**config.mk**
```make
export PLATFORM = sky130hd
export DESIGN_NAME = vga_pixel_pipeline_flat
export DESIGN_NICKNAME = d
export VERILOG_FILES = /design/src/rtl/vga_pixel_pipeline_pkg.sv /design/src/rtl/vga_pixel_pipeline_if.sv /design/src/rtl/vga_pixel_pipeline_delay_line.sv /design/src/rtl/vga_pixel_pipeline.sv /design/src/flat_wrapper.sv
export SDC_FILE = /design/constraint.sdc
export NUM_CORES = 1
export LEC_CHECK = 0
export BUFFER_PORTS_ARGS = -buffer_cell sky130_fd_sc_hd__buf_2
export CAP_MARGIN = 30
export CORE_ASPECT_RATIO = 0.8
export CORE_MARGIN = 4
export CORE_UTILIZATION = 56
export CTS_CLUSTER_DIAMETER = 150
export DETAILED_ROUTE_END_ITERATION = 10
export GPL_TIMING_DRIVEN = 0
export HOLD_SLACK_MARGIN = 0.08
export MAX_ROUTING_LAYER = met4
export PLACE_DENSITY = 0.77
export SLEW_MARGIN = 10
export SYNTH_ARGS = -nofsm -noshare
export SYNTH_HDL_FRONTEND = slang
export SYNTH_HIERARCHICAL = 1
export SYNTH_SLANG_ARGS = --single-unit
```
**constraint.sdc**
```tcl
create_clock -name clk -period 3.9 [get_ports clk]
set_input_delay 0.39 -clock clk [delete_from_list [all_inputs] [get_ports clk]]
set_output_delay 0.39 -clock clk [all_outputs]
set_load 0.01 [all_outputs]
```
**src/rtl/vga_pixel_pipeline_pkg.sv**
```systemverilog
// Shared constants and types for the VGA pixel pipeline and its timing bench.
package vga_pixel_pipeline_pkg;

  localparam int H_ACTIVE_DEF = 640;
  localparam int V_ACTIVE_DEF = 480;

  // Cycles from a coordinate entering the pipeline to its pixel leaving it.
  localparam int PIPE_LATENCY = 3;

  // RGB332 byte layout: red in [7:5], green in [4:2], blue in [1:0].
  typedef struct packed {
    logic [2:0] red;
    logic [2:0] green;
    logic [1:0] blue;
  } rgb332_t;

  // Multiply by a constant as a sum of shifted copies; with a constant k
  // this folds to plain adders (k=320 gives (v<<8)+(v<<6)).
  function automatic logic [31:0] shift_add_mul(input logic [31:0] v, input logic [31:0] k);
    logic [31:0] acc;
    acc = '0;
    for (int i = 0; i < 32; i++) begin
      if (k[i]) acc = acc + (v << i);
    end
    return acc;
  endfunction

endpackage

```
**src/rtl/vga_pixel_pipeline_if.sv**
```systemverilog
// Framebuffer read port: pipeline issues a strobe + address, memory returns
// the byte one cycle later.
interface vga_pixel_pipeline_if #(
  parameter int ADDR_W = 17
);
  logic              fb_rd_en;
  logic [ADDR_W-1:0] fb_addr;
  logic [7:0]        fb_data;

  modport master (output fb_rd_en, output fb_addr, input fb_data);
  modport slave  (input fb_rd_en, input fb_addr, output fb_data);
endinterface

```
**src/rtl/vga_pixel_pipeline_delay_line.sv**
```systemverilog
// Fixed-depth shift register used to keep syncs and control flags aligned
// with the pixel data path.
module vga_pixel_pipeline_delay_line #(
  parameter int               WIDTH     = 1,
  parameter int               DEPTH     = 3,
  parameter logic [WIDTH-1:0] RESET_VAL = '0
) (
  input  logic             clk,
  input  logic             reset,
  input  logic [WIDTH-1:0] d,
  output logic [WIDTH-1:0] q
);

  logic [WIDTH-1:0] taps [DEPTH];

  // Shift one tap per cycle; reset loads the idle value into every tap.
  always_ff @(posedge clk or negedge reset) begin
    if (!reset) begin
      for (int i = 0; i < DEPTH; i++) taps[i] <= RESET_VAL;
    end else begin
      taps[0] <= d;
      for (int i = 1; i < DEPTH; i++) taps[i] <= taps[i-1];
    end
  end

  assign q = taps[DEPTH-1];

endmodule

```
**src/rtl/vga_pixel_pipeline.sv**
```systemverilog
// Three-stage pixel fetch: address/read, capture, colour out. The framebuffer
// is half resolution, so each byte covers a 2x2 block of screen pixels.
module vga_pixel_pipeline
  import vga_pixel_pipeline_pkg::*;
#(
  parameter int H_ACTIVE  = H_ACTIVE_DEF,
  parameter int V_ACTIVE  = V_ACTIVE_DEF,
  parameter int FB_WIDTH  = 320,
  parameter int FB_HEIGHT = 240,
  parameter int ADDR_W    = 17
) (
  input  logic              clk,
  input  logic              reset,
  input  logic              h_sync_in,
  input  logic              v_sync_in,
  input  logic [9:0]        h_pixel,
  input  logic [8:0]        v_pixel,
  input  logic              display_enable,
  input  logic [ADDR_W-1:0] fb_base,
  vga_pixel_pipeline_if.master fb,
  output logic [2:0]        red,
  output logic [2:0]        green,
  output logic [1:0]        blue,
  output logic              h_sync,
  output logic              v_sync,
  output logic              frame_done
);

  logic              active_in, last_in, show_in, row_ok, done_evt;
  logic [ADDR_W-1:0] addr_next, base_latched;
  logic              s1_active, s1_last, line_seen;
  logic              rd_d, show_s2;
  logic [7:0]        pix_hold, pix_byte;
  rgb332_t           rgb_q;

  assign active_in = (h_pixel < 10'(H_ACTIVE)) && (v_pixel < 9'(V_ACTIVE));
  assign last_in   = active_in && (h_pixel == 10'(H_ACTIVE - 1)) && (v_pixel == 9'(V_ACTIVE - 1));
  assign show_in   = active_in && display_enable;
  // Never read past the last buffer row if the screen is taller than 2x the buffer.
  assign row_ok    = 32'(v_pixel[8:1]) < 32'(FB_HEIGHT);
  // The previous input was the last visible pixel and this one is not.
  assign done_evt  = s1_last && !active_in;
  assign addr_next = ADDR_W'(32'(base_latched)
                     + shift_add_mul(32'(v_pixel[8:1]), 32'(FB_WIDTH))
                     + 32'(h_pixel[9:1]));

  // Stage 1: register the address; read only when it moves to a new byte.
  always_ff @(posedge clk or negedge reset) begin
    if (!reset) begin
      fb.fb_rd_en <= 1'b0;
      fb.fb_addr  <= '0;
      s1_active   <= 1'b0;
      s1_last     <= 1'b0;
    end else begin
      fb.fb_rd_en <= active_in && row_ok && (!s1_active || (addr_next != fb.fb_addr));
      fb.fb_addr  <= addr_next;
      s1_active   <= active_in;
      s1_last     <= last_in;
    end
  end

  // Swap buffers only at the first vertical-blanking line after visible video.
  always_ff @(posedge clk or negedge reset) begin
    if (!reset) begin
      base_latched <= '0;
      line_seen    <= 1'b0;
    end else if (active_in) begin
      line_seen <= 1'b1;
    end else if (line_seen && (v_pixel >= 9'(V_ACTIVE))) begin
      base_latched <= fb_base;
      line_seen    <= 1'b0;
    end
  end

  assign pix_byte = rd_d ? fb.fb_data : pix_hold;

  // Stage 2: take the returned byte when our read was issued, else keep the last one.
  always_ff @(posedge clk or negedge reset) begin
    if (!reset) begin
      rd_d     <= 1'b0;
      pix_hold <= '0;
    end else begin
      rd_d     <= fb.fb_rd_en;
      pix_hold <= pix_byte;
    end
  end

  // Stage 3: drive colour for visible, enabled pixels; black otherwise.
  always_ff @(posedge clk or negedge reset) begin
    if (!reset) rgb_q <= '0;
    else        rgb_q <= show_s2 ? rgb332_t'(pix_byte) : '0;
  end

  assign red   = rgb_q.red;
  assign green = rgb_q.green;
  assign blue  = rgb_q.blue;

  vga_pixel_pipeline_delay_line #(
    .WIDTH(3), .DEPTH(PIPE_LATENCY), .RESET_VAL(3'b110)
  ) u_sync_dl (
    .clk(clk), .reset(reset),
    .d({h_sync_in, v_sync_in, done_evt}),
    .q({h_sync, v_sync, frame_done})
  );

  vga_pixel_pipeline_delay_line #(
    .WIDTH(1), .DEPTH(PIPE_LATENCY - 1), .RESET_VAL(1'b0)
  ) u_show_dl (
    .clk(clk), .reset(reset),
    .d(show_in),
    .q(show_s2)
  );

endmodule

```
**src/flat_wrapper.sv**
```systemverilog
// flat-port wrapper written by rule: the top's interface ports become plain ports
module vga_pixel_pipeline_flat import vga_pixel_pipeline_pkg::*;
#(
  parameter int H_ACTIVE  = H_ACTIVE_DEF,
  parameter int V_ACTIVE  = V_ACTIVE_DEF,
  parameter int FB_WIDTH  = 320,
  parameter int FB_HEIGHT = 240,
  parameter int ADDR_W    = 17
)
  (clk, reset, h_sync_in, v_sync_in, h_pixel, v_pixel, display_enable, fb_base, red, green, blue, h_sync, v_sync, frame_done, fb_fb_rd_en, fb_fb_addr, fb_fb_data);
  vga_pixel_pipeline_if #(.ADDR_W(ADDR_W)) fb_i ();
  input  logic clk;
  input  logic reset;
  input  logic h_sync_in;
  input  logic v_sync_in;
  input  logic [9:0] h_pixel;
  input  logic [8:0] v_pixel;
  input  logic display_enable;
  input  logic [ADDR_W-1:0] fb_base;
  output logic [2:0] red;
  output logic [2:0] green;
  output logic [1:0] blue;
  output logic h_sync;
  output logic v_sync;
  output logic frame_done;
  output wire logic [$bits(fb_i.fb_rd_en)-1:0] fb_fb_rd_en;
  output wire logic [$bits(fb_i.fb_addr)-1:0] fb_fb_addr;
  input wire logic [$bits(fb_i.fb_data)-1:0] fb_fb_data;
  assign fb_fb_rd_en = fb_i.fb_rd_en;
  assign fb_fb_addr = fb_i.fb_addr;
  assign fb_i.fb_data = fb_fb_data;
  vga_pixel_pipeline #(.H_ACTIVE(H_ACTIVE), .V_ACTIVE(V_ACTIVE), .FB_WIDTH(FB_WIDTH), .FB_HEIGHT(FB_HEIGHT), .ADDR_W(ADDR_W)) u_core (.clk(clk), .reset(reset), .h_sync_in(h_sync_in), .v_sync_in(v_sync_in), .h_pixel(h_pixel), .v_pixel(v_pixel), .display_enable(display_enable), .fb_base(fb_base), .fb(fb_i), .red(red), .green(green), .blue(blue), .h_sync(h_sync), .v_sync(v_sync), .frame_done(frame_done));
endmodule
```
==> After elaboration in Yosys (flattened, before gate mapping) <==
Cells that the tools add are included.
Widths: inputs -> output; s select.
{ "totals": {"ff_bits": 66, "latch_bits": 0, "ramBits": 0, "rom_bits": 0, "out_inout_bits": 29, "wordCells": 44, "memories": 0} }
{ "op_classes": {"addsub": 3, "multipliers": 0, "div_mod_pow": 0, "n_lt_le_gt_ge": 4, "eq_ne": 3, "shift": 0, "mux": 4, "bitwise": 1, "n_reduce_logical": 13} }
{ "op_table": {"columns": ["operator", "count"], "rows": [
  ["$add 14x16->17", 1],
  ["$add 17x17->17", 1],
  ["$add 17x9->17", 1],
  ["$ne 17x17->1", 1],
  ["$mux 8", 2],
  ["$eq 10x10->1 const B", 1],
  ["$lt 10x10->1 const B", 1],
  ["$eq 9x9->1 const B", 1],
  ["$ge 9x9->1 const B", 1],
  ["$lt 9x9->1 const B", 1],
  ["$logic_and 1x1->1", 8],
  ["$lt 8x8->1 const B", 1],
  ["$logic_not 1->1", 2],
  ["$mux 1", 2],
  ["$reduce_and 2->1", 1],
  ["$reduce_bool 2->1", 1],
  ["$logic_or 1x1->1", 1],
  ["$not 1->1", 1]
]} }

==> Longest topological paths before layout <==
Gate-level depths: netlist of the first run.
{ "depth": {"depth_word": 6, "mapped_depth": 14} }

==> Cells and area by module <==
The synthesis of the first run kept the hierarchy.
{ "modules_own_cells": {"columns": ["mod", "instances", "cells_each", "area_per_inst_um2", "seq_area_each_um2"], "rows": [
  ["vga_pixel_pipeline", 1, 376, 3817.4, 1376.3],
  ["vga_pixel_pipeline_delay_line at u_core.u_sync_dl", 1, 12, 255.2, 232.7],
  ["vga_pixel_pipeline_delay_line at u_core.u_show_dl", 1, 2, 50.0, 50.0]
]} }

==> Least setup slack after synthesis of the first run <==
Ideal clock, no wire load.
{ "synth_timing": {"path_kind": "input to register", "start": "in h_pixel[7]", "end": "reg u_core.fb.fb_rd_en", "setup_ns": 0.125, "arrival_time_ns": 3.467, "setup_slack_ns": 0.308, "stages": 14, "path_buffers": 1, "cell_sequence": "inv_1 fa_1 inv_1 ha_1 ha_1 buf_6 and3_4 a22o_4 o21a_4 o41ai_4 mux2i_1 or4_1 nor4_1 nor2_1"} }
{ "synth_via": {"elab_chain_len": 4, "word_cells_on_any_way": 7} }
{ "synth_lines": {"columns": ["element", "line", "rtl"], "rows": [
  ["start: declaration", "flat_wrapper.sv:16", "input logic [9:0] h_pixel;"],
  ["$add 17x9->17 or $lt 10x10->1 (tied branches)", "vga_pixel_pipeline.sv:45, vga_pixel_pipeline.sv:36", null],
  ["$ne 17x17->1 or $logic_and 1x1->1 (tied branches)", "vga_pixel_pipeline.sv:55, vga_pixel_pipeline.sv:36", null],
  ["$logic_or 1x1->1 or $logic_and 1x1->1 (tied branches)", "vga_pixel_pipeline.sv:55", "fb.fb_rd_en <= active_in && row_ok && (!s1_active || (addr_next != fb.fb_addr));"],
  ["$logic_and 1x1->1 *", "vga_pixel_pipeline.sv:55", null],
  ["end signal: assignment", "vga_pixel_pipeline.sv:55", null],
  ["end: declaration", "vga_pixel_pipeline_if.sv:10", "modport master (output fb_rd_en, output fb_addr, input fb_data);"]
]} }
Mark *: on every way between the ends. The rest lies on a longest branch, timed or not.
A chain may end at the register's enable or synchronous reset.

==> Worst setup path after layout of the first run <==
{ "layout_timing": {"start": "reg u_core.base_latched[7]", "end": "reg u_core.fb.fb_rd_en"} }
{ "layout_via": {"elab_chain_len": 5} }
{ "layout_lines": {"columns": ["element", "line", "rtl"], "rows": [
  ["start: declaration", "vga_pixel_pipeline.sv:30", "logic [ADDR_W-1:0] addr_next, base_latched;"],
  ["start signal: assignment", "vga_pixel_pipeline.sv:70", "base_latched <= fb_base;"],
  ["$add 17x17->17", "vga_pixel_pipeline.sv:44", "+ shift_add_mul(32'(v_pixel[8:1]), 32'(FB_WIDTH))"],
  ["$add 17x9->17", "vga_pixel_pipeline.sv:45", "+ 32'(h_pixel[9:1]));"],
  ["$ne 17x17->1", "vga_pixel_pipeline.sv:55", null],
  ["$logic_or 1x1->1", "vga_pixel_pipeline.sv:55", null],
  ["$logic_and 1x1->1", "vga_pixel_pipeline.sv:55", null]
]} }
Every way passes these cells.

==> results of run 1 <==
sequential cells by signal, indices dropped and copies added (netlist names):
name,flops
u_core/u_show_dl/taps,1
u_core/blue,2
u_core/red,3
u_core/green,3
u_core/u_sync_dl/q,3
u_core/base_latched,17
u_core/fb.fb_rd_en,1
u_core/u_sync_dl/taps,6
u_core/u_show_dl/q,1
u_core/fb.fb_addr,17
u_core/line_seen,1
u_core/pix_hold,8
u_core/rd_d,1
u_core/s1_active,1
u_core/s1_last,1
repair_timing:
item | in CTS | in global routing
gates resized for setup | 1 | 5
endpoints found under the setup margin | 1 | 1
setup buffers | 0 | 1
pin swaps | 0 | 2
metrics by stage:
stage               instance area [um2]   util  setup TNS [ns]  hold slack, ns
finish                             4860  0.692               0           0.116
detailed placement                 4620  0.657          -0.320           0.335
global route                       4860  0.692               0           0.118
CTS                                4830  0.688               0           0.124
global placement                   4620  0.657          -0.317           0.334
floorplan                          4120      -               0          0.0944
kinds of logic (layout without fill, tap and decap cells):
family,Yosys count,count (layout),synth area share
DFF,66,66,0.402
buffers and inverters,56,149,0.0561
xor gates and xnor gates,26,26,0.0586
and+or+nand+nor,104,104,0.133
adders and majority gates,46,46,0.158
AOI/OAI and AO/OA,63,63,0.113
muxes,29,29,0.0786
worst max-delay path, cell delays in order (launching register included):
cell      delay (ns)
dfrtp_1         0.41
fa_1            0.46
ha_1            0.31
ha_1            0.53
nor2_1          0.14
a221oi_1        0.43
nand4_1         0.16
nor4_1          0.24
nand4_1         0.19
or4_4           0.53
nor4_4          0.17
nor2_1          0.06
synth_stat cells (all sizes together) (2+ instances only):
library cell / n / area, um2
a211oi: 2 / 15.0
a21o: 6 / 45.0
a21oi: 11 / 55.1
a221oi: 2 / 17.5
a31oi: 5 / 31.3
and2: 11 / 70.1
and3: 4 / 30.0
buf: 5 / 38.8
clkbuf: 10 / 38.8
dfrtp: 60 / 1500
dfstp: 6 / 158
fa: 10 / 200
ha: 36 / 450
inv: 41 / 154
mux2: 27 / 304
mux2i: 2 / 20.0
nand2: 20 / 75.1
nand2b: 3 / 18.8
nand3: 9 / 45.0
nand4: 9 / 56.3
nor2: 25 / 93.8
nor2b: 2 / 12.5
nor3: 4 / 20.0
nor3b: 2 / 15.0
nor4: 4 / 25.0
o2111ai: 4 / 35.0
o211ai: 2 / 15.0
o21a: 4 / 37.5
o21ai: 12 / 60.1
o31ai: 2 / 15.0
or2: 2 / 12.5
or3: 2 / 13.8
or4: 2 / 16.3
xnor2: 17 / 149
xor2: 8 / 70.1
area by class of cell:
cell class              count  area, um2  area share
flip-flops and latches     66       1660       0.341
repair buffers             78        395      0.0813
multi-input cells         268       2260       0.465
inverters                  41        154      0.0316
well taps                  87        109      0.0224
clock inverters             6       72.6      0.0149
plain buffers              14       73.8      0.0152
clock buffers              10        138      0.0283
where the power goes:
group | switching (mW) | internal [mW]
Clock | 0.288 | 0.319
Combinational | 1.06 | 0.834
Sequential | 0.122 | 0.848
layer usage:
layer / up-vias / routed length (um)
met4: 0 / 82
met3: 9 / 703
met2: 98 / 4590
met1: 1602 / 3980
met5: - / 0
li1: 1537 / -
path summary, 6_finish.rpt:
kind                       cells after the start                        to  slack, ns                      from
max                                           11        u_core/fb.fb_rd_en       0.17    u_core/base_latched[7]
min                                            1     u_core/fb.fb_addr[15]       0.12                     reset
max reg2reg                                   11        u_core/fb.fb_rd_en       0.17    u_core/base_latched[7]
min reg2reg                                    0     u_core/u_sync_dl/q[0]       0.35  u_core/u_sync_dl/taps[3]
max in group asynchronous                      1      u_core/fb.fb_addr[2]       3.24                     reset
min in group clk                               1  u_core/u_sync_dl/taps[8]       0.14                 h_sync_in
==> results.rst, run 1 <==
.. list-table::
   :header-rows: 1

   * - Metric
     - Value
   * - Outcome
     - finished, final reports clean
   * - Met3 routing resource usage after global routing
     - 0.0676
   * - Worst slack at placement
     - -0.320 ns
   * - GR Layer Usage met1
     - 0.282
   * - Mean area per synthesized cell
     - approximately 11 um2
   * - Post-synthesis sequential area ratio
     - 0.402
   * - Clock input transition at the sequential cells of the worst setup and hold paths
     - ~0.08 ns
   * - Critical path peak fanout
     - 10
   * - CTS buffer count
     - 9
   * - Shortest period the worst path allows
     - approximately 3.7 ns
   * - Arr. time, crit path
     - between 3 and 4 ns
   * - Total of endpoints with negative setup slack in the final report
     - 0
   * - Syn_nets
     - between 400 and 500
   * - Data required time of the worst path
     - between 4 and 5 ns
   * - FP Rows
     - 27
   * - Routed WL per cell
     - about 16 um
   * - Maximum number of pins on one net before global-route repair
     - 67
   * - Port-buffer cells
     - between 70 and 80
   * - DP Wirelength
     - 7250 um
   * - Most Crowded Layer GR
     - met2
   * - Placeable core region
     - 0.00703 mm2
   * - Slack of the critical path
     - 0.166 ns
   * - CP Class
     - flip-flop to flip-flop
   * - Total Wirelength
     - roughly 9400 um
   * - Total number of H-tree levels
     - 3
   * - Most common cell after layout, fill and taps aside
     - buf_2
   * - Class of the most critical hold timing path
     - input pin to async pin
   * - Area growth syn-to-layout
     - 18.0%
   * - Global-route wire length before repair
     - approximately 16000 um
   * - Number of vias per cell
     - ~5.7
   * - Post-route clock period utilization
     - 0.957
   * - Most common flop cell mapped by yosys
     - dfrtp_1
   * - Highest Clock Rate
     - between 200 and 300 MHz
   * - Antenna Nets Post-Route
     - 0
   * - Critical Path Source Type
     - flip-flop
   * - Number of antenna violations at the first check in global routing
     - 0
   * - Number of global-route vias before repair
     - 3305
   * - Unrepaired setup endpoints after global routing
     - false
   * - Flip-flop and latch count after synthesis
     - 66
   * - Fillcell total
     - approximately 560
   * - Diode count
     - 0
   * - Initial core utilization
     - 0.587
   * - Total global-route track usage
     - 0.230
   * - Clock sinks
     - between 60 and 70
   * - Power Density
     - 713 mW/mm2
   * - Number of endpoints with negative hold slack in the final report
     - 0
   * - Die X
     - 104 um
   * - Number of buffers on the longest clock path
     - 2
   * - Finished Layout Cells
     - between 500 and 600
   * - Post-synth EDFFs
     - 0
   * - Syn. warnings
     - 6
   * - Final slew viol count
     - 0
   * - Maximum clock skew at final layout
     - 0.00882 ns
   * - CTS tree
     - yes
   * - Slew of the pin with the lowest slew margin
     - between 0.8 and 0.9 ns
   * - Die ar.
     - between 0.008 and 0.009 mm2
   * - Fraction of final layout cells sized beyond drive strength 1
     - 0.306
   * - Clk root buf
     - clkbuf_8
   * - Global-route track usage on met2
     - 0.376
   * - Clock latency on the worst-skew pair
     - ~0.35 ns
   * - Number of placed instances, taps included
     - ~550
   * - Iter 0 DRT Violations
     - 148
   * - Hold buffers post-CTS
     - 0
   * - DRC violations left
     - 0
   * - Worst slew slack as a fraction of its limit
     - 0.463
   * - Syn Inst Count
     - 390
   * - Ports placed on the boundary
     - 78
   * - Setup crit end kind
     - flip-flop
   * - Final Wtd Congestion
     - 0.955
   * - Total design power
     - around 3.5 mW
   * - Leakage
     - between 2 and 2.5 nW
   * - Netlist area before placement
     - 0.00412 mm2
   * - Die extent in y
     - between 80 and 90 um
   * - Top library cells by usage in the layout, fill and taps aside
     - 77 x buf_2, 60 x dfrtp_1, 41 x inv_1, 36 x ha_1, 27 x mux2_2
   * - Number of unique standard cell types used by synthesis
     - 63
   * - First-pass iteration count of the detailed router
     - 4
   * - Number of nets in the final layout
     - roughly 570
   * - Fraction of synthesis flops using an asynchronous set or reset pin
     - 1.00
   * - Global route total overflow
     - 0
   * - Total via count after detailed routing
     - ~3200
   * - Worst-case vdd ir drop
     - around 400 uV
   * - Maximum capacitance violations
     - 0
(Power assumes the default switching activity.)
==> run 2, diff against run 1 <==
--- a/config.mk
+++ b/config.mk
@@ -16,6 +16,7 @@
 export HOLD_SLACK_MARGIN = 0.08
 export MAX_ROUTING_LAYER = met4
 export PLACE_DENSITY = 0.77
+export SETUP_SLACK_MARGIN = 0.2
 export SLEW_MARGIN = 10
 export SYNTH_ARGS = -nofsm -noshare
 export SYNTH_HDL_FRONTEND = slang
==> results.rst, run 2 (synthesis gave the netlist of run 1 again) <==
.. list-table::
   :header-rows: 1

   * - Metric
     - Value
   * - Outcome
     - finished, final reports clean
   * - Post-Layout Inst Area
     - 0.00502 mm2 (+3.2%)
   * - Part of the power in combinational logic
     - 0.565 (+0.019)
   * - Finished Layout Cells
     - 576 (+1.1%)
   * - CTS tree
     - yes
   * - Worst path top cell family by delay
     - simple AND/OR/NAND/NOR gates
   * - Shortest period the worst path allows
     - 3.63 ns (-0.108 ns)
   * - Most common cell after layout, fill and taps aside
     - buf_2
   * - Critical-path cell list
     - fa_1 > ha_1 > ha_1 > buf_4 > nor2_1 > a221oi_2 > nand4_1 > nor4_2 > nand4_1 > or4_4 > nor4_4 > nor2_1
   * - Clock sinks
     - 66 (unchanged)
   * - Global-route wire length before repair
     - 15700 um (-0.18%)
   * - Total global-route track usage
     - 0.230 (-0.000684)
   * - Crit Reg-Reg Endpoint
     - u_core/fb.fb_rd_en
   * - Diode count
     - 0 (unchanged)
   * - Maximum clock skew at final layout
     - 0.0101 ns (+0.00133 ns)
   * - Number of buffers and inverters on the critical path
     - 1 (+1)
   * - Data required time of the worst path
     - 4.13 ns (about the same)
   * - Post-route clock period utilization
     - 0.930 (-0.0276)
   * - Switch share
     - 0.425 (+0.00118)
   * - Unrepaired setup endpoints after global routing
     - false
   * - Die ar.
     - 0.00881 mm2 (unchanged)
   * - Clock latency on the worst-skew pair
     - 0.35 ns (about the same)
   * - Hold buffers post-CTS
     - 0 (unchanged)
   * - Port-buffer cells
     - 77 (unchanged)
   * - Global route total overflow
     - 0 (unchanged)
   * - Number of endpoints with negative hold slack in the final report
     - 0 (unchanged)
   * - Slew of the pin with the lowest slew margin
     - 0.803 ns (-0.00242 ns)
   * - GR Layer Usage met1
     - 0.281 (-0.000495)
   * - Fraction of final layout cells sized beyond drive strength 1
     - 0.354 (+0.0474)
   * - FP Rows
     - 27 (unchanged)
   * - Iter 0 DRT Violations
     - 179 (+21%)
   * - Setup crit end kind
     - flip-flop
   * - First-pass iteration count of the detailed router
     - 5 (+1)
   * - Arr. time, crit path
     - 3.86 ns (-0.11 ns)
   * - Final design utilization
     - 0.714 (+0.0219)
   * - Sw power
     - 1.54 mW (+4.9%)
   * - DRC violations left
     - 0 (unchanged)
   * - Maximum number of pins on one net before global-route repair
     - 67 (unchanged)
   * - CTS buffer count
     - 9 (unchanged)
   * - Class of the most critical hold timing path
     - input pin to async pin
   * - Top Registers
     - u_core/base_latched x17, u_core/fb.fb_addr x17, u_core/pix_hold x8
   * - Share of total power in sequential cells
     - 0.268 (-0.011)
   * - Initial core utilization
     - 0.587 (unchanged)
   * - Die X
     - 104 um (unchanged)
   * - CP Class
     - flip-flop to flip-flop
   * - Antenna Nets Post-Route
     - 0 (unchanged)
   * - Ports placed on the boundary
     - 78 (unchanged)
   * - Worst-path cell with the longest stage delay
     - or4_4
   * - Met3 routing resource usage after global routing
     - 0.0653 (-0.00231)
   * - Critical path peak fanout
     - 10 (unchanged)
   * - Launching element of the worst setup path
     - u_core/base_latched[7]
   * - Capturing element of the worst setup path
     - u_core/fb.fb_rd_en
   * - Top library cells by usage in the layout, fill and taps aside
     - 78 x buf_2, 60 x dfrtp_1, 40 x inv_1, 32 x ha_1, 27 x mux2_2
   * - Total Wirelength
     - 9530 um (+1.8%)
   * - Internal power
     - 2.09 mW (+4.4%)
   * - Leakage
     - 2.48 nW (+2.2%)
   * - Clock input transition at the sequential cells of the worst setup and hold paths
     - 0.08 ns (about the same)
   * - Logic depth of the worst register-to-register path
     - 12 (+1)
   * - Maximum capacitance violations
     - 0 (unchanged)
   * - Die extent in y
     - 84.7 um (unchanged)
   * - Highest Clock Rate
     - 276 MHz (+3.0%)
   * - Total of endpoints with negative setup slack in the final report
     - 0 (unchanged)
   * - Number of antenna violations at the first check in global routing
     - 0 (unchanged)
   * - Cell Area, Placed
     - 0.00462 mm2 (unchanged)
   * - FF-to-FF Start
     - u_core/base_latched[7]
   * - Final slew viol count
     - 0 (unchanged)
   * - Cell depth of the worst setup path
     - 12 (+1)
   * - Power Density
     - 724 mW/mm2 (+1.4%)
   * - Area growth syn-to-layout
     - 21.7%
   * - Maximum cell stage delay along the critical path
     - 0.59 ns (+0.06 ns)
   * - Worst slew slack as a fraction of its limit
     - 0.464 (+0.00162)
   * - Total number of H-tree levels
     - 3 (unchanged)
   * - Routed WL per cell
     - 16.5 um (+0.78%)
   * - Register-to-Register Setup Slack
     - 0.27 ns (+0.11 ns)
   * - Placeable core region
     - 0.00703 mm2 (unchanged)
   * - DP Wirelength
     - 7250 um (unchanged)
   * - Most Crowded Layer GR
     - met2
   * - Number of global-route vias before repair
     - 3310 (+0.15%)
   * - Number of nets in the final layout
     - 579 (+1.0%)
   * - Number of buffers on the longest clock path
     - 2 (unchanged)
   * - Number of placed instances, taps included
     - 554 (unchanged)
   * - Relative contribution of the clock network to total power
     - 0.168 (-0.007)
   * - Number of vias per cell
     - 5.72 (+0.48%)
   * - Final Wtd Congestion
     - 0.955 (unchanged)
   * - Clk root buf
     - clkbuf_8
   * - Critical Path Source Type
     - flip-flop
   * - Global-route track usage on met2
     - 0.377 (+0.00118)
   * - Worst-case vdd ir drop
     - 416 uV (+3.5%)
   * - Total via count after detailed routing
     - 3296 (+1.5%)
-- run 2: power groups by stage --
stage	sequential, mW	clock [mW]	combinational, mW
floorplan	1.01	0	1.34
global placement	0.970	0	1.76
detailed placement	0.984	0	1.82
CTS	0.972	0.621	1.89
global route	0.998	0.651	2.26
finish	0.971	0.609	2.05
-- run 2: metrics by stage --
| step | hold slack (ns) | power (mW) | setup WS, ns | TNS, ns |
|---|---|---|---|---|
| 5_1_grt | 0.118 | 3.91 | 0.184 | 0 |
| 3_3_place_gp | 0.334 | 2.73 | -0.317 | -0.317 |
| 2_1_floorplan | 0.0944 | 2.34 | 0.308 | 0 |
| 3_5_place_dp | 0.335 | 2.80 | -0.320 | -0.320 |
| 4_1_cts | 0.124 | 3.48 | 0.201 | 0 |
| 6_report | 0.115 | 3.63 | 0.274 | 0 |
-- run 2: metal layers --
layer,vias to the layer above,routed length [um]
met2,120,4680
met4,0,121
li1,1548,-
met3,15,833
met1,1613,3900
met5,-,0
-- run 2: worst min-delay path by stage --
stage / slack [ns] / end / depth (start not counted) / start
3_3_place_gp: 0.33 / u_core/u_show_dl/q / 0 / u_core/u_show_dl/taps[1]
5_1_grt: 0.12 / u_core/u_sync_dl/taps[7] / 1 / v_sync_in
3_5_place_dp: 0.33 / u_core/u_sync_dl/q[0] / 0 / u_core/u_sync_dl/taps[3]
4_1_cts: 0.12 / u_core/u_sync_dl/taps[7] / 1 / v_sync_in
6_report: 0.11 / u_core/fb.fb_addr[15] / 1 / reset
2_1_floorplan: 0.09 / u_core/base_latched[0] / 0 / reset
-- run 2: repair_timing --
item	in CTS	in global routing
pin swaps	2	15
endpoints found under the setup margin	1	1
setup buffers	1	5
resized for setup	7	35
-- run 2: layout make-up --
type	count	area (um2)
multi-input combinational	268	2360
fill	526	2010
sequential	66	1660
timing repair buffer	83	433
inverter	41	154
clock buffer	10	138
tap	87	109
buffer	15	87.6
clock inverter	6	72.6
==> run 3, diff against run 2 <==
--- a/config.mk
+++ b/config.mk
@@ -12,9 +12,7 @@
 export CORE_UTILIZATION = 56
 export CTS_CLUSTER_DIAMETER = 150
 export DETAILED_ROUTE_END_ITERATION = 10
-export GPL_TIMING_DRIVEN = 0
 export HOLD_SLACK_MARGIN = 0.08
-export MAX_ROUTING_LAYER = met4
 export PLACE_DENSITY = 0.77
 export SETUP_SLACK_MARGIN = 0.2
 export SLEW_MARGIN = 10
==> results.rst, run 3 (synthesis gave the netlist of run 1 again) <==
.. list-table::
   :header-rows: 1

   * - Metric
     - Value
   * - Global-route wire length before repair
     - 15900 um (+1.8%)
   * - Global-route track usage on met2
     - 0.371 (-0.00649)
   * - DP Wirelength
     - 7530 um (+3.9%)
   * - Number of global-route vias before repair
     - 3283 (-0.82%)
   * - Top Registers
     - u_core/base_latched x17, u_core/fb.fb_addr x17, u_core/pix_hold x8
   * - CTS tree
     - yes
   * - Met3 routing resource usage after global routing
     - 0.0730 (+0.00769)
   * - Worst-path cell with the longest stage delay
     - or4_4
   * - Data required time of the worst path
     - 4.14 ns (about the same)
   * - Crit Reg-Reg Endpoint
     - u_core/fb.fb_rd_en
   * - Fillcell total
     - 541 (+2.9%)
   * - Number of vias per cell
     - 5.67 (-0.85%)
   * - Total number of H-tree levels
     - 3 (unchanged)
   * - Critical Path Source Type
     - flip-flop
   * - Total negative slack for setup checks
     - 0 ns (unchanged)
   * - Initial core utilization
     - 0.587 (unchanged)
   * - Maximum number of pins on one net before global-route repair
     - 27 (-60%)
   * - Top library cells by usage in the layout, fill and taps aside
     - 77 x buf_2, 60 x dfrtp_1, 41 x inv_1, 32 x ha_1, 27 x mux2_2
   * - CP Class
     - flip-flop to flip-flop
   * - Die X
     - 104 um (unchanged)
   * - Iter 0 DRT Violations
     - 221 (+23%)
   * - First-pass iteration count of the detailed router
     - 4 (-1)
   * - Setup crit end kind
     - flip-flop
   * - Number of nets in the final layout
     - 570 (-1.6%)
   * - Power Density
     - 716 mW/mm2 (-1.1%)
   * - Fraction of final layout cells sized beyond drive strength 1
     - 0.331 (-0.0225)
   * - Diode count
     - 0 (unchanged)
   * - Maximum clock skew at final layout
     - 0.0141 ns (+0.00391 ns)
   * - Die ar.
     - 0.00881 mm2 (unchanged)
   * - Global route total overflow
     - 0 (unchanged)
   * - Total of endpoints with negative setup slack in the final report
     - 0 (unchanged)
   * - Final design utilization
     - 0.700 (-0.0135)
   * - Worst slew slack as a fraction of its limit
     - 0.478 (+0.0139)
   * - Critical-path cell list
     - inv_1 > fa_1 > inv_1 > ha_1 > ha_2 > o21ai_0 > a21o_1 > a21oi_1 > nand3b_1 > o211ai_1 > or4_4 > nor4_2 > nor2_1
   * - Register-to-Register Setup Slack
     - 0.37 ns (+0.10 ns)
   * - Startpoint of the lowest-slack hold path
     - v_sync_in
   * - Clk root buf
     - clkbuf_8
   * - Unrepaired setup endpoints after global routing
     - false
   * - Maximum capacitance violations
     - 0 (unchanged)
   * - Logic depth of the worst register-to-register path
     - 13 (+1)
   * - GR Layer Usage met1
     - 0.289 (+0.00797)
   * - Final Wtd Congestion
     - 0.945 (-1.1%)
   * - FF-to-FF Start
     - u_core/base_latched[10]
   * - Most Crowded Layer GR
     - met2
   * - Dominant cell type by count on the critical path
     - inv_1
   * - Die extent in y
     - 84.7 um (unchanged)
   * - Shortest period the worst path allows
     - 3.53 ns (-0.0994 ns)
   * - Outcome
     - finished, final reports clean
   * - Arr. time, crit path
     - 3.76 ns (-0.10 ns)
   * - Routed WL per cell
     - 16.8 um (+1.6%)
   * - Area growth syn-to-layout
     - 19.4%
   * - Number of buffers on the longest clock path
     - 2 (unchanged)
   * - Ports placed on the boundary
     - 78 (unchanged)
   * - Most common cell after layout, fill and taps aside
     - buf_2
   * - Clock latency on the worst-skew pair
     - 0.35 ns (about the same)
   * - Antenna Nets Post-Route
     - 0 (unchanged)
   * - Critical path peak fanout
     - 8 (-2)
   * - CTS buffer count
     - 9 (unchanged)
   * - Clock sinks
     - 66 (unchanged)
   * - Slew of the pin with the lowest slew margin
     - 0.777 ns (-0.0264 ns)
   * - Total via count after detailed routing
     - 3217 (-2.4%)
   * - Number of endpoints with negative hold slack in the final report
     - 0 (unchanged)
   * - Total global-route track usage
     - 0.228 (-0.00200)
   * - Hold Crit Depth
     - 1
   * - Placeable core region
     - 0.00703 mm2 (unchanged)
   * - Class of the most critical hold timing path
     - input pin to flip-flop
   * - Number of antenna violations at the first check in global routing
     - 0 (unchanged)
   * - Port-buffer cells
     - 77 (unchanged)
   * - Highest Clock Rate
     - 284 MHz (+2.8%)
   * - Final slew viol count
     - 0 (unchanged)
   * - Worst-case vdd ir drop
     - 419 uV (+0.83%)
   * - Clock input transition at the sequential cells of the worst setup and hold paths
     - 0.08 ns (about the same)
   * - FP Rows
     - 27 (unchanged)
   * - Launching element of the worst setup path
     - u_core/base_latched[10]
   * - Total Wirelength
     - 9530 um (about the same)
   * - Terminating pin of the worst hold path
     - u_core/u_sync_dl/taps[7]
   * - DRC violations left
     - 0 (unchanged)
   * - Leakage
     - 2.45 nW (-1.5%)
   * - Maximum cell stage delay along the critical path
     - 0.50 ns (-0.09 ns)
   * - Post-route clock period utilization
     - 0.904 (-0.0255)
## run 3: cell count changes in the layout (fill, tap and decap cells not counted), moves of 2 or more
cell      previous run  this run
clkbuf_1             3         0
clkinv_2             0         2
o21ai_0              8        11
o21ai_1              3         1
clkbuf_2             5         0
## run 3: worst max-delay path by stage
| stage | slack [ns] | endpoint |
|---|---|---|
| floorplan | 0.31 | u_core/fb.fb_rd_en |
| global placement | 0.17 | u_core/fb.fb_rd_en |
| detailed placement | 0.04 | u_core/fb.fb_rd_en |
| CTS | 0.21 | u_core/fb.fb_rd_en |
| global route | 0.17 | u_core/fb.fb_rd_en |
| finish | 0.37 | u_core/fb.fb_rd_en |
## run 3: where the power goes
| group | switching (mW) | internal [mW] | total, mW | leakage [nW] |
|---|---|---|---|---|
| sequential | 0.127 | 0.848 | 0.975 | 0.790 |
| clock | 0.276 | 0.314 | 0.590 | 0.103 |
| combinational | 1.07 | 0.893 | 1.96 | 1.55 |
| total | 1.47 | 2.05 | 3.53 | 2.45 |
## run 3: repair_timing
item / CTS / global route
endpoints found under the setup margin: 0 / 1
gates resized for setup: 0 / 11
hold buffers: 1 / 0
setup buffers: 0 / 0
hold endpoints to repair: 16 / 0
## run 3: cell type report
| class | instances | area (um2) | area share |
|---|---|---|---|
| sequential | 66 | 1660 | 0.337 |
| timing repair buffer | 89 | 498 | 0.101 |
| tap | 87 | 109 | 0.0221 |
| inverter | 41 | 154 | 0.0313 |
| clock buffer | 10 | 138 | 0.0280 |
| clock inverter | 6 | 65.1 | 0.0132 |
| multi-input combinational | 268 | 2300 | 0.467 |
## run 3: routing by layer
metal / up-vias / part of all wire
li1: 1530 / -
met1: 1563 / 0.43
met2: 109 / 0.48
met3: 15 / 0.072
met4: 0 / 0.018
met5: - / 0
## run 3: through the flow
step	total power [mW]	worst slack (ns)	hold WS (ns)	instances	instance area, um2
final	3.53	0.373	0.146	567	4920
after global routing	3.80	0.172	0.116	567	4920
after CTS	3.47	0.212	0.130	567	4850
after detailed placement	2.85	0.0368	0.338	550	4640
after global placement	2.80	0.175	0.333	549	4610
after floorplan	2.34	0.308	0.0944	390	4120
## run 3: worst max-delay path: cells and delay by family (launching register included)
| kind | cells | cell delay, ns |
|---|---|---|
| fa+ha+maj | 3 | 1.17 |
| simple gates | 4 | 0.96 |
| compound gates | 4 | 0.83 |
| flops | 1 | 0.35 |
| buf+inv | 2 | 0.11 |
